--- config.mk ---
export PLATFORM = sky130hd
export DESIGN_NAME = dev_bus_arbiter_flat
export DESIGN_NICKNAME = d
export VERILOG_FILES = /design/src/rtl/dev_bus_arbiter_pkg.sv /design/src/rtl/dev_bus_arbiter_if.sv /design/src/rtl/dev_bus_arbiter_rr_arbiter2.sv /design/src/rtl/dev_bus_arbiter.sv /design/src/flat_wrapper.sv
export SDC_FILE = /design/constraint.sdc
export NUM_CORES = 1
export LEC_CHECK = 0
export ABC_AREA = 1
export BUFFER_PORTS_ARGS = -buffer_cell sky130_fd_sc_hd__buf_4
export CAP_MARGIN = 20
export CORE_MARGIN = 2
export CORE_UTILIZATION = 41
export DETAILED_ROUTE_END_ITERATION = 6
export PLACE_DENSITY = 0.82
export SLEW_MARGIN = 20
export SYNTH_ARGS = -nofsm -noshare
export SYNTH_HDL_FRONTEND = slang
export SYNTH_SLANG_ARGS = --single-unit
--- constraint.sdc ---
create_clock -name Clk -period 1.3 [get_ports Clk]
set_input_delay 0.13 -clock Clk [delete_from_list [all_inputs] [get_ports Clk]]
set_output_delay 0.13 -clock Clk [all_outputs]
set_load 0.01 [all_outputs]
--- src/rtl/dev_bus_arbiter_pkg.sv ---
// dev_bus_pkg: shared types and constants for the device-bus arbiter slice.
//   busState_e  - arbiter FSM states (IDLE, ACCESS, RESP)
//   busCmd_t    - command register captured at grant time
//   DEV_*       - default decoded device window
//   TIMERn_*    - per-timer sub-windows inside the device window
//   inWindow()  - inclusive unsigned window compare
package dev_bus_pkg;

    typedef enum logic [1:0] {
        IDLE   = 2'd0,
        ACCESS = 2'd1,
        RESP   = 2'd2
    } busState_e;

    localparam logic [31:0] DEV_BASE_DEFAULT  = 32'h0000_7f00;
    localparam logic [31:0] DEV_LIMIT_DEFAULT = 32'h0000_7f1b;

    localparam logic [31:0] TIMER0_BASE  = 32'h0000_7f00;
    localparam logic [31:0] TIMER0_LIMIT = 32'h0000_7f0b;
    localparam logic [31:0] TIMER1_BASE  = 32'h0000_7f10;
    localparam logic [31:0] TIMER1_LIMIT = 32'h0000_7f1b;

    // The write bit of a command lives in the bridge strobe register,
    // already qualified by the window check, so it is not duplicated here.
    typedef struct packed {
        logic [31:0] addr;
        logic [31:0] wData;
        logic [3:0]  mask;
        logic        inWin;
        logic        owner;   // 0 = master 0, 1 = master 1
    } busCmd_t;

    function automatic logic inWindow(input logic [31:0] addr,
                                      input logic [31:0] base,
                                      input logic [31:0] limit);
        return (addr >= base) && (addr <= limit);
    endfunction

endpackage

--- src/rtl/dev_bus_arbiter_if.sv ---
// dev_bus_arbiter_if: bundles both master ports, the shared response and
// the processor-side bridge port.
//   slave  modport - used by the arbiter (masters' commands in, acks out,
//                    bridge command out, bridge read data in)
//   master modport - used by whatever drives the masters and models the bridge
interface dev_bus_arbiter_if;

    logic        M0Req;
    logic [31:0] M0Addr;
    logic [31:0] M0WData;
    logic [3:0]  M0Mask;
    logic        M0Write;
    logic        M0Ack;

    logic        M1Req;
    logic [31:0] M1Addr;
    logic [31:0] M1WData;
    logic [3:0]  M1Mask;
    logic        M1Write;
    logic        M1Ack;

    logic [31:0] RspRData;
    logic        RspErr;

    logic [31:0] PrAddr;
    logic [31:0] PrWData;
    logic [3:0]  PrMask;
    logic        PrWrite;
    logic [31:0] PrRData;

    modport slave (
        input  M0Req, M0Addr, M0WData, M0Mask, M0Write,
        input  M1Req, M1Addr, M1WData, M1Mask, M1Write,
        input  PrRData,
        output M0Ack, M1Ack, RspRData, RspErr,
        output PrAddr, PrWData, PrMask, PrWrite
    );

    modport master (
        output M0Req, M0Addr, M0WData, M0Mask, M0Write,
        output M1Req, M1Addr, M1WData, M1Mask, M1Write,
        output PrRData,
        input  M0Ack, M1Ack, RspRData, RspErr,
        input  PrAddr, PrWData, PrMask, PrWrite
    );

endinterface

--- src/rtl/dev_bus_arbiter_rr_arbiter2.sv ---
// rr_arbiter2: combinational two-way round-robin grant.
//   Req[1:0]  - request vector (bit n = master n)
//   Prio      - pointer, 0 = master 0 wins a tie
//   Gnt[1:0]  - one-hot grant (zero when nobody requests)
//   PrioNext  - pointer value after this grant (the other master)
module rr_arbiter2 (
    input  logic [1:0] Req,
    input  logic       Prio,
    output logic [1:0] Gnt,
    output logic       PrioNext
);

    // Grant a lone requester outright; on a tie the pointer decides.
    always_comb begin
        Gnt      = 2'b00;
        PrioNext = Prio;
        case (Req)
            2'b01: begin
                Gnt      = 2'b01;
                PrioNext = 1'b1;
            end
            2'b10: begin
                Gnt      = 2'b10;
                PrioNext = 1'b0;
            end
            2'b11: begin
                if (Prio) begin
                    Gnt      = 2'b10;
                    PrioNext = 1'b0;
                end else begin
                    Gnt      = 2'b01;
                    PrioNext = 1'b1;
                end
            end
            default: begin
                Gnt      = 2'b00;
                PrioNext = Prio;
            end
        endcase
    end

endmodule

--- src/rtl/dev_bus_arbiter.sv ---
// dev_bus_arbiter: shares the device bridge port between master 0 (CPU) and
// master 1 (DMA/debug). Each grant becomes one registered bridge cycle
// followed by a one-cycle Ack with registered response data.
//   Clk  - rising-edge clock
//   Rst  - asynchronous active-low reset
//   bus  - dev_bus_arbiter_if.slave: master commands/acks, response, bridge
// Parameters DEV_BASE/DEV_LIMIT bound the decoded window (inclusive).
module dev_bus_arbiter
    import dev_bus_pkg::*;
#(
    parameter logic [31:0] DEV_BASE  = DEV_BASE_DEFAULT,
    parameter logic [31:0] DEV_LIMIT = DEV_LIMIT_DEFAULT
) (
    input  logic             Clk,
    input  logic             Rst,
    dev_bus_arbiter_if.slave bus
);

    busState_e   stateR;
    busState_e   stateNextS;
    logic        prioR;
    busCmd_t     cmdR;
    logic [1:0]  ackR;
    logic        prWriteR;
    logic [31:0] rspRDataR;
    logic        rspErrR;

    logic [1:0]  reqS;
    logic [1:0]  gntS;
    logic        prioNextS;
    logic [31:0] selAddrS;
    logic [31:0] selWDataS;
    logic [3:0]  selMaskS;
    logic        selWriteS;
    logic        selInWinS;

    logic        grantS;
    logic        captureS;
    logic [1:0]  ackNextS;
    logic        prWriteNextS;

    assign reqS = {bus.M1Req, bus.M0Req};

    rr_arbiter2 uArb (
        .Req      (reqS),
        .Prio     (prioR),
        .Gnt      (gntS),
        .PrioNext (prioNextS)
    );

    // Steer the granted master's command toward the command register.
    always_comb begin
        if (gntS[1]) begin
            selAddrS  = bus.M1Addr;
            selWDataS = bus.M1WData;
            selMaskS  = bus.M1Mask;
            selWriteS = bus.M1Write;
        end else begin
            selAddrS  = bus.M0Addr;
            selWDataS = bus.M0WData;
            selMaskS  = bus.M0Mask;
            selWriteS = bus.M0Write;
        end
        selInWinS = inWindow(selAddrS, DEV_BASE, DEV_LIMIT);
    end

    // FSM state register.
    always_ff @(posedge Clk or negedge Rst) begin
        if (!Rst) begin
            stateR <= IDLE;
        end else begin
            stateR <= stateNextS;
        end
    end

    // FSM next-state logic: every grant walks IDLE -> ACCESS -> RESP -> IDLE.
    always_comb begin
        stateNextS = stateR;
        case (stateR)
            IDLE: begin
                if (reqS != 2'b00) begin
                    stateNextS = ACCESS;
                end else begin
                    stateNextS = IDLE;
                end
            end
            ACCESS:  stateNextS = RESP;
            RESP:    stateNextS = IDLE;
            default: stateNextS = IDLE;
        endcase
    end

    // FSM output decode: load enables and next values for the output registers.
    // The strobe and acks are computed one state early so that the registers
    // present them during ACCESS and RESP respectively.
    always_comb begin
        grantS       = 1'b0;
        captureS     = 1'b0;
        ackNextS     = 2'b00;
        prWriteNextS = 1'b0;
        case (stateR)
            IDLE: begin
                grantS       = (gntS != 2'b00);
                prWriteNextS = grantS & selWriteS & selInWinS;
            end
            ACCESS: begin
                captureS = 1'b1;
                ackNextS = cmdR.owner ? 2'b10 : 2'b01;
            end
            RESP: begin
                captureS = 1'b0;
            end
            default: begin
                grantS = 1'b0;
            end
        endcase
    end

    // Round-robin pointer: moves to the other master after each grant.
    always_ff @(posedge Clk or negedge Rst) begin
        if (!Rst) begin
            prioR <= 1'b0;
        end else if (grantS) begin
            prioR <= prioNextS;
        end else begin
            prioR <= prioR;
        end
    end

    // Command register: loaded only on a grant, so the bridge address,
    // data and mask hold their last values between transactions.
    always_ff @(posedge Clk or negedge Rst) begin
        if (!Rst) begin
            cmdR <= '0;
        end else if (grantS) begin
            cmdR.addr  <= selAddrS;
            cmdR.wData <= selWDataS;
            cmdR.mask  <= selMaskS;
            cmdR.inWin <= selInWinS;
            cmdR.owner <= gntS[1];
        end else begin
            cmdR <= cmdR;
        end
    end

    // Bridge write strobe and master acks; async reset drops both at once.
    always_ff @(posedge Clk or negedge Rst) begin
        if (!Rst) begin
            prWriteR <= 1'b0;
            ackR     <= 2'b00;
        end else begin
            prWriteR <= prWriteNextS;
            ackR     <= ackNextS;
        end
    end

    // Response register: sampled at the end of ACCESS; out-of-window
    // requests return zero data with the error flag.
    always_ff @(posedge Clk or negedge Rst) begin
        if (!Rst) begin
            rspRDataR <= 32'h0000_0000;
            rspErrR   <= 1'b0;
        end else if (captureS) begin
            rspRDataR <= cmdR.inWin ? bus.PrRData : 32'h0000_0000;
            rspErrR   <= ~cmdR.inWin;
        end else begin
            rspRDataR <= rspRDataR;
            rspErrR   <= rspErrR;
        end
    end

    assign bus.M0Ack    = ackR[0];
    assign bus.M1Ack    = ackR[1];
    assign bus.RspRData = rspRDataR;
    assign bus.RspErr   = rspErrR;
    assign bus.PrAddr   = cmdR.addr;
    assign bus.PrWData  = cmdR.wData;
    assign bus.PrMask   = cmdR.mask;
    assign bus.PrWrite  = prWriteR;

endmodule

--- src/flat_wrapper.sv ---
// flat-port wrapper written by rule: the top's interface ports become plain ports
module dev_bus_arbiter_flat import dev_bus_pkg::*;
#(
    parameter logic [31:0] DEV_BASE  = DEV_BASE_DEFAULT,
    parameter logic [31:0] DEV_LIMIT = DEV_LIMIT_DEFAULT
)
  (Clk, Rst, bus_M0Req, bus_M0Addr, bus_M0WData, bus_M0Mask, bus_M0Write, bus_M1Req, bus_M1Addr, bus_M1WData, bus_M1Mask, bus_M1Write, bus_PrRData, bus_M0Ack, bus_M1Ack, bus_RspRData, bus_RspErr, bus_PrAddr, bus_PrWData, bus_PrMask, bus_PrWrite);
  dev_bus_arbiter_if bus_i ();
  input  logic Clk;
  input  logic Rst;
  input wire logic [$bits(bus_i.M0Req)-1:0] bus_M0Req;
  input wire logic [$bits(bus_i.M0Addr)-1:0] bus_M0Addr;
  input wire logic [$bits(bus_i.M0WData)-1:0] bus_M0WData;
  input wire logic [$bits(bus_i.M0Mask)-1:0] bus_M0Mask;
  input wire logic [$bits(bus_i.M0Write)-1:0] bus_M0Write;
  input wire logic [$bits(bus_i.M1Req)-1:0] bus_M1Req;
  input wire logic [$bits(bus_i.M1Addr)-1:0] bus_M1Addr;
  input wire logic [$bits(bus_i.M1WData)-1:0] bus_M1WData;
  input wire logic [$bits(bus_i.M1Mask)-1:0] bus_M1Mask;
  input wire logic [$bits(bus_i.M1Write)-1:0] bus_M1Write;
  input wire logic [$bits(bus_i.PrRData)-1:0] bus_PrRData;
  output wire logic [$bits(bus_i.M0Ack)-1:0] bus_M0Ack;
  output wire logic [$bits(bus_i.M1Ack)-1:0] bus_M1Ack;
  output wire logic [$bits(bus_i.RspRData)-1:0] bus_RspRData;
  output wire logic [$bits(bus_i.RspErr)-1:0] bus_RspErr;
  output wire logic [$bits(bus_i.PrAddr)-1:0] bus_PrAddr;
  output wire logic [$bits(bus_i.PrWData)-1:0] bus_PrWData;
  output wire logic [$bits(bus_i.PrMask)-1:0] bus_PrMask;
  output wire logic [$bits(bus_i.PrWrite)-1:0] bus_PrWrite;
  assign bus_i.M0Req = bus_M0Req;
  assign bus_i.M0Addr = bus_M0Addr;
  assign bus_i.M0WData = bus_M0WData;
  assign bus_i.M0Mask = bus_M0Mask;
  assign bus_i.M0Write = bus_M0Write;
  assign bus_i.M1Req = bus_M1Req;
  assign bus_i.M1Addr = bus_M1Addr;
  assign bus_i.M1WData = bus_M1WData;
  assign bus_i.M1Mask = bus_M1Mask;
  assign bus_i.M1Write = bus_M1Write;
  assign bus_i.PrRData = bus_PrRData;
  assign bus_M0Ack = bus_i.M0Ack;
  assign bus_M1Ack = bus_i.M1Ack;
  assign bus_RspRData = bus_i.RspRData;
  assign bus_RspErr = bus_i.RspErr;
  assign bus_PrAddr = bus_i.PrAddr;
  assign bus_PrWData = bus_i.PrWData;
  assign bus_PrMask = bus_i.PrMask;
  assign bus_PrWrite = bus_i.PrWrite;
  dev_bus_arbiter #(.DEV_BASE(DEV_BASE), .DEV_LIMIT(DEV_LIMIT)) u_core (.Clk(Clk), .Rst(Rst), .bus(bus_i));
endmodule
=== Word-level counts from Yosys, hierarchy flattened ===
Index checks and enable logic that the tools add are counted.

* Word-level logic and storage cells: 42
* Output and inout bits: 104
* Register bits: 109

* Reduce and logical (&&, ||, !) cells: 6
* Bitwise logic cells: 3
* Multiplexer cells: 16
* Eq/ne operators: 4
* Order comparisons: 2

{| class="wikitable"
|+ Operator list
! kind !! number
|-
| 32-bit 2-to-1 mux || 3
|-
| 32-bit by 15-bit greater-or-equal comparator with 1-bit output (second input constant) || 1
|-
| 32-bit by 15-bit less-or-equal comparator with 1-bit output (second input constant) || 1
|-
| 1-bit 2-to-1 mux || 6
|-
| 2-bit 2-to-1 mux || 3
|-
| 2-bit case mux with 3 select lines || 1
|-
| 2-bit by 1-bit equality test with 1-bit output (second input constant) || 2
|-
| 2-bit equality test (second input constant) || 2
|-
| 4-bit 2-to-1 mux || 1
|-
| 2-bit case mux with 2 select lines || 1
|-
| 2-bit nonzero test || 2
|-
| 1-bit case mux with 3 select lines || 1
|-
| 3-bit nonzero test || 1
|-
| 1-bit bitwise AND || 2
|-
| 2-bit zero test || 1
|-
| 2-bit AND reduction || 1
|-
| 1-bit logical AND || 1
|-
| 1-bit inverter || 1
|}

=== Longest topological paths before layout ===
Gate-level depths: netlist (run 1).

* Word-level depth: 7
* Depth in mapped cells: 12
* Gate-level depth less buffers: 11

=== Hierarchy ===
From an unflattened synthesis (run 1), not the netlist that was laid out.

* Cell total of the unflattened synthesis: 624
* Area total of the unflattened synthesis: 5355.1 sq um

{| class="wikitable"
|+ By module, submodules not included
! module !! instances !! cells an instance !! area each (sq um) !! seq. area each (sq um)
|-
| dev_bus_arbiter || 1 || 614 || 5316.3 || 2727.6
|-
| rr_arbiter2 || 1 || 10 || 38.8 || 0.0
|}

=== Least setup slack after synthesis (run 1) ===
OpenSTA, ideal clock, no wires.

* Kind: reg-to-reg
* From: register u_core.stateR[0]
* To: register u_core.prWriteR, in the netlist u_core.bus.PrWrite
* Cell stages (with the launch flop): 9
* Period minus slack after synthesis: 1336 ps
* Arrival time: 1264 ps
* Setup slack: -36 ps
* Required time: 1229 ps
* Library setup time: 71 ps
* Cell sequence: dfrtp_1 > or2_1 > nor2_2 > nand3_1 > nor2_1 > nand2_1 > nor2_1 > nand2_1 > nor2_1

* Cells in the longest elaborated chain, start to end: 2

{| class="wikitable"
|+ RTL lines
! item !! line !! text
|-
| start: declaration || dev_bus_arbiter.sv:19 || <nowiki>busState_e stateR;</nowiki>
|-
| start signal: assignment || dev_bus_arbiter.sv:72 || <nowiki>stateR <= stateNextS;</nowiki>
|-
| 2-bit zero test || dev_bus_arbiter.sv:101 || <nowiki>case (stateR)</nowiki>
|-
| 1-bit 2-to-1 mux || dev_bus_arbiter.sv:101 ||
|-
| via u_core.prWriteNextS || dev_bus_arbiter.sv:40 || <nowiki>logic prWriteNextS;</nowiki>
|-
| end signal: assignment || dev_bus_arbiter.sv:152 || <nowiki>prWriteR <= prWriteNextS;</nowiki>
|-
| end: declaration || dev_bus_arbiter.sv:24 || <nowiki>logic prWriteR;</nowiki>
|}

The timed path passes the listed nets, and every way through them passes these cells.
A chain may end at the register's enable or synchronous reset.

=== Worst setup path in the final report (run 1) ===
* From: register u_core.prioR
* To: register u_core.prWriteR, in the netlist u_core.bus.PrWrite

* Cells in the longest elaborated chain, start to end: 7

{| class="wikitable"
|+ RTL lines
! item !! line !! text
|-
| start: declaration || dev_bus_arbiter.sv:21 || <nowiki>logic prioR;</nowiki>
|-
| start signal: assignment || dev_bus_arbiter.sv:124 || <nowiki>prioR <= prioNextS;</nowiki>
|-
| start signal: assignment || dev_bus_arbiter.sv:126 || <nowiki>prioR <= prioR;</nowiki>
|-
| 2-bit 2-to-1 mux (*) || dev_bus_arbiter_rr_arbiter2.sv:27 || <nowiki>if (Prio) begin</nowiki>
|-
| 2-bit case mux with 3 select lines (*) || dev_bus_arbiter_rr_arbiter2.sv:17 || <nowiki>case (Req)</nowiki>
|-
| 32-bit 2-to-1 mux || dev_bus_arbiter.sv:53 || <nowiki>if (gntS[1]) begin</nowiki>
|-
| 32-bit by 15-bit greater-or-equal comparator with 1-bit output / 32-bit by 15-bit less-or-equal comparator with 1-bit output (equally long branches) || dev_bus_arbiter_pkg.sv:36 || <nowiki>return (addr >= base) && (addr <= limit);</nowiki>
|-
| 1-bit logical AND || dev_bus_arbiter_pkg.sv:36 ||
|-
| 1-bit bitwise AND (*) || dev_bus_arbiter.sv:104 || <nowiki>prWriteNextS = grantS & selWriteS & selInWinS;</nowiki>
|-
| 1-bit 2-to-1 mux (*) || dev_bus_arbiter.sv:101 ||
|-
| via u_core.prWriteNextS || dev_bus_arbiter.sv:40 ||
|}

Mark *: on every way through the listed nets, which the timed path passes. The rest lies on a longest branch.

==> out/results.ini, run 1 <==
[global_routing]
use_met1_pct=33.30
grt.total_usage_pct=26.71
grt_pass1_vias=5499
busiest_layer=met2
grt_pass1_wl_microns=29370
grt_overflow_total=0
use_met3_pct=6.033
grt_max_degree=34
grt_util_met2_pct=46.68
antenna_found_initial=0

[run_status]
status=finished with violations
failed_checks=setup timing

[clock_tree]
cts.clk_slew.worst_paths_ns=0.08
cts.sinks=109
cts-root-buf=clkbuf_16
cts_inserted_buffers=9
htree_levels=3
cts_tree=done
clk_latency_ns=0.34
cts.path.max_buffers=2

[pwr]
clkPwrFrac_pct=14.7
p_int_mw=11.80
powerDensity_nw_per_um2=2048
pwr-share-seq_pct=29.0
ir_worst_vdd_mv=1.300
p_leak_nw=4.837
swShare_pct=39.08
power.net_switching_mw=7.566
power_mw=19.36
combPwrFrac_pct=56.2

[yosys]
ys_types=22
netlist_area_sq_um=5366
synth_seq_cells=109
synth-seq-area-share_pct=50.83
synth_nets=796
yosys_warnings=0
synth_area_per_cell_sq_um=8.628
syn_inst=622

[cells_and_area]
final_common_cell=buf_4
final_nets=1086
fin_util_pct=74.31
fillCellCount=850
final_cell_mix=buf_4 (318), dfrtp_1 (109), nand2_1 (81), o21ai_2 (56), nor2_1 (51)
drive_gt1_share_pct=58.12
diodes=0
area_growth_pct=76.17

[setup_path]
arrival_ns=1.91
crit_path_end_kind=flip-flop
path_class=reg -> reg
r2r_cells=13
start_kind=flip-flop
worstPathRequired_ns=1.57
startpoint=u_core.prioR
r2r_start=u_core.prioR
cp_max_fo=7

[routing]
drt.antenna.violating_nets=0
via_count=5660
drc=0
wl_microns=20990
wl_per_cell_microns=19.28
dr.pass1.iters=5
drt_iter0_markers=311
viasPerCell=5.197

[timing]
fmaxAchievable_mhz=610.1
finalCriticalPeriod_ns=1.639
rsz0062_at_grt=yes
fin_crit_sh_pct=126.1
fin_ws_ns=-0.3391
finalHoldViolCount=0
slew_viol_final=0
max_slew_margin_pct=72.87
final.setup_skew_ns=0.008964
tightest_slew_ns=0.4070
setup_viol=94

[die]
initial_core_util_pct=42.18
die_w_microns=118.4
placeableCoreArea_sq_um=12720
io_pins=278
die-area_sq_um=14020
die_h_microns=118.4
rows=41

[placement]
place_congestion=0.8907
port_buffers=277
place_ws_ns=-0.2399
dpl.hpwl_microns=12450

[job]
maxCapViolCount=0

[worst_hold_path]
holdCritStartpoint=bus_PrRData[3]
hold_class=in -> reg
min_path_cells=2

==> through the flow <==
| step | hold slack (ns) | instance area, sq um | setup TNS [ns] | cells |
|---|---|---|---|---|
| final | 0.008448 | 9454 | -19.09 | 1089 |
| after global routing | 0.004032 | 9454 | -24.56 | 1089 |
| after CTS | 0.0004535 | 8635 | -10.67 | 1068 |
| after detailed placement | 0.08668 | 7503 | -6.162 | 1016 |
| after global placement | 0.09124 | 7503 | -3.707 | 1016 |
| after floorplan | -0.1656 | 5371 | -0.01688 | 622 |
==> critical path, cell delays in order (launching register included) <==
cell and delay [ns]:
dfrtp_1 0.40, inv_2 0.09, nand2_4 0.08, nand2_8 0.12, buf_4 0.12, buf_4 0.10
nand2_1 0.06, nand2_1 0.07, nand2_1 0.06, nor2_1 0.09, nand2_1 0.06, nor2_1 0.12
nand2_1 0.09, nor2_1 0.11
==> power groups by stage <==
| stage | sequential, mW | clock (mW) | combinational (mW) |
|---|---|---|---|
| after floorplan | 5.06 | 0 | 4.38 |
| after global placement | 5.24 | 0 | 6.23 |
| after detailed placement | 5.27 | 0 | 6.36 |
| after CTS | 5.29 | 2.87 | 8.75 |
| after global routing | 5.73 | 3.02 | 11.5 |
| final | 5.62 | 2.85 | 10.9 |
==> cells by family after synthesis <==
family                 share of synthesized area (%)
AO/OA/AOI/OAI                                  15.69
buffers and inverters                          14.95
flip-flops                                     50.83
AND/OR/NAND/NOR                                18.54
==> layout make-up <==
cell class	instances	area [sq um]	share of cell area, %
Clock buffer	9	225.2	2.382
Clock inverter	7	80.08	0.8470
Inverter	29	150.1	1.588
Multi-Input combinational cell	380	2470	26.12
Sequential cell	109	2728	28.85
Tap cell	172	215.2	2.276
Timing Repair Buffer	383	3586	37.93
==> final timing paths <==
kind | slack, ns | to
setup reg to reg | -0.34 | u_core.bus.PrWrite
min in group asynchronous | 0.25 | u_core.bus.PrAddr[22]
setup / recovery | -0.34 | u_core.bus.PrWrite
hold / removal | 0.008 | u_core.bus.RspRData[3]
hold reg to reg | 0.46 | u_core.ackR[0]
max in group asynchronous | 0.53 | u_core.bus.PrAddr[27]
==> cell usage after synthesis <==
cell / n / area [sq um]
inv_2: 2 / 7.510
nor2_1: 64 / 240.2
inv_1: 26 / 97.59
nand3_1: 11 / 55.05
nand3b_1: 17 / 127.6
o21a_1: 1 / 7.510
buf_6: 2 / 22.52
clkinv_1: 1 / 3.750
or2_1: 1 / 6.260
a22o_1: 32 / 280.3
nor2_2: 1 / 6.260
a21oi_1: 1 / 5.000
buf_4: 71 / 533.0
o21ai_1: 14 / 70.07
clkbuf_1: 14 / 52.55
a31oi_1: 9 / 56.30
dfrtp_1: 109 / 2728
o21bai_1: 1 / 7.510
nand2_4: 2 / 22.52
o21ai_0: 83 / 415.4
buf_2: 17 / 85.08
nand2_1: 143 / 536.8
==> state kept, by name, indices dropped and copies added, names as in the netlist <==
| name | cells |
|---|---|
| u_core.ackR | 2 |
| u_core.bus.PrAddr | 32 |
| u_core.bus.PrMask | 4 |
| u_core.bus.PrWData | 32 |
| u_core.bus.PrWrite | 1 |
| u_core.bus.RspErr | 1 |
| u_core.bus.RspRData | 32 |
| u_core.cmdR | 2 |
| u_core.prioR | 1 |
| u_core.stateR | 2 |
==> metal layers <==
layer  up-vias  part of all wire [%]
met2       302                    51
met1      2741                    40
met5         -                     0
li1       2566                     -
met3        51                   6.8
met4         0                   2.4
==> timing repair <==
action	4_1_cts	5_1_grt
resized for setup	111	198
hold buffers	10	1
buffers inserted	11	18
pin swaps	7	21
cloned	15	10
hold endpoints to repair	30	1
setup endpoints to repair	72	105
Power figures use the tool's default switching activity.
==> run 2, diff against run 1 <==
- RECOVER_POWER: unset -> 25
- SYNTH_HIERARCHICAL: unset -> 1
==> out/results.ini, run 2 <==
[run_status]
status=finished with violations
failed_checks=setup timing

[timing]
finalHoldViolCount=0
final.setup_skew_ns=0.008011
fin_crit_sh_pct=128.3
fin_hold_ws_ns=0.009027
setup_viol=72
max_slew_margin_pct=51.67
finalCriticalPeriod_ns=1.667
rsz0062_at_grt=yes
fin_ws_ns=-0.3673
finalSetupTns_ns=-21.17
tightest_slew_ns=0.7250
slew_viol_final=0
fmaxAchievable_mhz=599.8

[pwr]
pwr-share-seq_pct=31.1
p_int_mw=10.61
swShare_pct=37.26
p_leak_nw=4.457
ir_worst_vdd_mv=0.8707
power.net_switching_mw=6.298
power_mw=16.91
clkPwrFrac_pct=16.8
combPwrFrac_pct=52.0
powerDensity_nw_per_um2=1966

[yosys]
netlist_area_sq_um=5355
synthFlopType=dfrtp_1
ys_top_cells_by_area=dfrtp_1 (51%), nand2_1 (13%), buf_4 (11%)
syn_inst=624
synth_seq_cells=109
ys_types=22
synth_common_cells=nand2_1 (192), dfrtp_1 (109), buf_4 (76), nor2_1 (73), a31oi_1 (52)
yosysMostFrequentCell=nand2_1
synth_edf_count=0
synth_nets=798
synth_area_per_cell_sq_um=8.582
synth-seq-area-share_pct=50.93
yosys_warnings=6
synth_area_leader_cell=dfrtp_1
netlist.area_leader.share_pct=50.93
async_reset_ff_share_pct=100.0

[routing]
via_count=5327
top_layer=met4
drc=0
viasPerCell=4.937
drt.antenna.violating_nets=0
wl_met1_microns=7388
wl_met3_microns=1230
drt_iter0_markers=342
met2_length_microns=9206
wl_microns=18220
dr.pass1.iters=5
wl_per_cell_microns=16.88

[clock_tree]
cts.path.max_buffers=2
htree_levels=3
cts-root-buf=clkbuf_16
cts_tree=done
cts_inserted_buffers=9
cts.clk_slew.worst_paths_ns=0.08
clk_latency_ns=0.35
cts.sinks=109

[placement]
dpl.hpwl_microns=11360
place_ws_ns=-0.3251
port_buffers=277
place_area_sq_um=7298
place_congestion=0.8203
placedCellCount=1008

[global_routing]
grt_max_degree=40
grt_overflow_total=0
grt_pass1_wl_microns=26990
grt_pass1_vias=5347
antenna_found_initial=0
grt.total_usage_pct=24.23

[setup_path]
arrival_ns=1.88
cp_slowest_cell=dfrtp_1
cp_top_family=buffers and inverters
cp_num_buf_inv=5
crit_path_end_kind=flip-flop
start_kind=flip-flop
r2r_cells=10
worstPathRequired_ns=1.52
cp_max_fo=8
slowest_delay_ns=0.39
crit_top_cell=buf_12
crit_path_cell_trace=buf_4 -> buf_6 -> a21oi_4 -> nor2_2 -> nor2_4 -> buf_12 -> buf_12 -> inv_8 -> nand2_2 -> o21ai_0
cp.depth=10
path_class=reg -> reg

[job]
maxCapViolCount=0

[die]
die_h_microns=118.3
io_pins=278
die-area_sq_um=13990
placeableCoreArea_sq_um=12670
die_w_microns=118.3
rows=41
initial_core_util_pct=42.26

[cells_and_area]
finalNonFillerCells=1079
fin_util_pct=67.86
final_nets=1076
area_growth_pct=60.56
diodes=0
finish.instance_area_sq_um=8598
final_cell_mix=buf_4 (307), nand2_1 (175), dfrtp_1 (109), nor2_1 (67), a31oi_1 (52)
final_common_cell=buf_4
drive_gt1_share_pct=43.55

[worst_hold_path]
min_path_cells=2
hold_class=in -> reg

## run 2: power by group through the flow
| stage | Combinational [mW] | Clock [mW] | Sequential, mW |
|---|---|---|---|
| 5_1_grt | 9.43 | 3.03 | 5.40 |
| 4_1_cts | 7.50 | 2.88 | 5.21 |
| 2_1_floorplan | 4.90 | 0 | 5.08 |
| 6_report | 8.80 | 2.85 | 5.26 |
| 3_3_place_gp | 6.30 | 0 | 5.25 |
| 3_5_place_dp | 6.42 | 0 | 5.27 |
## run 2: worst paths after layout
path / startpoint / to / slack (ns)
max reg2reg: u_core/prioR / u_core/bus.PrAddr[29] / -0.37
max: u_core/prioR / u_core/bus.PrAddr[29] / -0.37
min reg2reg: u_core/cmdR[0] / u_core/ackR[0] / 0.43
max in group asynchronous: Rst / u_core/bus.PrWData[10] / 0.16
min in group asynchronous: Rst / u_core/bus.PrWData[22] / 0.36
min: bus_PrRData[21] / u_core/bus.RspRData[21] / 0.009
## run 2: layout make-up
cell class / count / area (sq um)
clock buffers: 9 / 225.2
repair inverters: 2 / 22.52
repair buffers: 368 / 3274
clock inverters: 7 / 78.83
fillers: 997 / 4073
multi-input cells: 379 / 1911
well taps: 172 / 215.2
inverters: 33 / 143.9
flip-flops and latches: 109 / 2728
## run 2: cells by family after synthesis
group                  share of synthesized area, %
and+or+nand+nor                               19.28
buffers and inverters                         15.93
DFF                                           50.93
AOI/OAI and AO/OA                             13.48
muxes                                        0.3738
## run 2: worst register-to-register path: stages, from the launching register on
cell     delay (ns)
dfrtp_1        0.39
buf_4          0.14
buf_6          0.11
a21oi_4        0.12
nor2_2         0.07
nor2_4         0.17
buf_12         0.18
buf_12         0.15
inv_8          0.06
nand2_2        0.06
o21ai_0        0.09
## run 2: repair_timing
action / 4_1_cts / 5_1_grt
cloned: 7 / 9
gates resized for setup: 24 / 59
pin swaps: 12 / 20
hold buffers: 26 / 0
hold endpoints to repair: 47 / 0
buffers inserted: 7 / 7
setup endpoints to repair: 72 / 72
## run 2: routing by layer
layer / vias up / track usage, %
li1: 2531 / -
met5: - / 0
met3: 24 / 5.019
met2: 238 / 42.38
met4: 0 / 8.283
met1: 2534 / 29.61
==> run 3, diff against run 2 <==
- CORE_ASPECT_RATIO: unset -> 1.2
==> out/results.ini, run 3 (synthesis results as in run 2) <==
[timing]
rsz0062_at_grt=yes
fmaxAchievable_mhz=606.3
finalSetupTns_ns=-18.24
fin_ws_ns=-0.3495
setup_viol=104
final.setup_skew_ns=0.01053
finalHoldViolCount=0
tightest_slew_ns=0.5273
fin_crit_sh_pct=126.9
max_slew_margin_pct=64.85
finalCriticalPeriod_ns=1.649
slew_viol_final=0

[routing]
via_count=5183
viasPerCell=4.913
drc=0
drt.antenna.violating_nets=0
wl_per_cell_microns=16.56
drt_iter0_markers=390
wl_microns=17470
dr.pass1.iters=7

[setup_path]
reg2reg_slack_ns=-0.35
path_class=reg -> reg
r2r_cells=9
crit_top_cell=nor2_4
cp_slowest_cell=dfrtp_1
worstPathRequired_ns=1.52
r2r_start=u_core/prioR
crit_path_cell_trace=nand2_2 -> nand2_8 -> buf_6 -> nor2_4 -> nor2_4 -> buf_12 -> bufbuf_16 -> nor2_2 -> a31oi_1
r2r_end=u_core/bus.PrWData[16]
cp_max_fo=10
crit_path_end_kind=flip-flop
arrival_ns=1.87
start_kind=flip-flop
slowest_delay_ns=0.39

[die]
die_w_microns=108.3
initial_core_util_pct=42.08
placeableCoreArea_sq_um=12720
die-area_sq_um=14000
rows=45
io_pins=278
die_h_microns=129.2

[cells_and_area]
finalNonFillerCells=1055
diodes=0
final_nets=1061
drive_gt1_share_pct=44.11
final_cell_mix=buf_4 (310), nand2_1 (184), dfrtp_1 (109), a31oi_1 (49), nor2_1 (44)
final_common_cell=buf_4
area_growth_pct=54.51

[global_routing]
grt_pass1_vias=5071
grt_overflow_total=0
antenna_found_initial=0
grt_max_degree=52
grt.total_usage_pct=24.02
grt_pass1_wl_microns=26020

[placement]
port_buffers=277
place_congestion=0.8116
placedCellCount=1000
dpl.hpwl_microns=11650
place_ws_ns=-0.4808

[run_status]
failed_checks=setup timing
status=finished with violations

[clock_tree]
cts.path.max_buffers=2
cts_tree=done
cts.sinks=109
htree_levels=3
clk_latency_ns=0.35
cts_inserted_buffers=9
cts-root-buf=clkbuf_16
cts.clk_slew.worst_paths_ns=0.08

[worst_hold_path]
min_to=u_core/bus.RspRData[20]
min_path_cells=2
holdCritStartpoint=bus_PrRData[20]
hold_class=in -> reg

[pwr]
powerDensity_nw_per_um2=1901
p_leak_nw=4.278
ir_worst_vdd_mv=1.087

[job]
maxCapViolCount=0

[run 3: changes by cell type in the layout (fill, tap and decap cells not counted), sizes merged]
cell and change:
dlygate4sd3 +2, buf -9, bufbuf +2, clkinvlp +1
clkbuf -9, bufinv -1, inv -2
[run 3: worst max-delay path by stage]
stage	from	to	slack [ns]	cells past startpoint
2_1_floorplan	u_core/prioR	u_core/bus.PrWrite	-0.11	13
3_3_place_gp	u_core/prioR	u_core/bus.PrWrite	-0.38	11
3_5_place_dp	u_core/prioR	u_core/bus.PrWrite	-0.48	11
4_1_cts	u_core/prioR	u_core/bus.PrAddr[1]	-0.33	9
5_1_grt	u_core/prioR	u_core/bus.PrWrite	-0.41	11
6_report	u_core/prioR	u_core/bus.PrWData[16]	-0.35	9
[run 3: what timing repair did]
action,in CTS,in global routing
gates resized for setup,37,44
buffers inserted,7,0
hold buffers,27,1
hold endpoints to repair,90,1
pin swaps,10,5
endpoints found under the setup margin,104,105
gates cloned,5,0
[run 3: metal layers]
metal	vias up	track usage, %	routed length, microns
met3	35	4.728	1294
met5	-	0	0
met4	0	9.427	481
met1	2437	27.57	6480
li1	2492	-	-
met2	219	43.80	9213
[run 3: layout make-up]
cell class                 instances  area [sq um]
clock buffer                       9         225.2
fill                            1049          4451
timing repair inverter             1         16.27
inverter                          33         155.1
clock inverter                     6         47.55
sequential                       109          2728
timing repair buffer             354          2937
multi-input combinational        379          1961
tap                              164         205.2
[run 3: critical path: cells and delay by family (launching register included)]
family | cells | cell delay, ns
buffers and inverters | 3 | 0.59
AND/OR/NAND/NOR | 5 | 0.49
flip-flops | 1 | 0.39
AO/OA/AOI/OAI | 1 | 0.05
[run 3: metrics by stage]
step	hold WS [ns]	total power, mW	instance area [sq um]	util, %
after floorplan	-0.1656	9.977	5383	-
after global placement	0.02713	11.54	7288	57.28
after detailed placement	0.03037	11.73	7288	57.28
after CTS	0.002540	15.37	8173	64.23
after global routing	0.01272	16.70	8274	65.02
final	0.01502	15.73	8274	65.02
[run 3: power by group]
part	leakage [nW]	internal, mW	switching (mW)
Sequential	1.33	4.56	0.765
Clock	0.132	1.31	1.30
Combinational	2.81	3.84	3.95
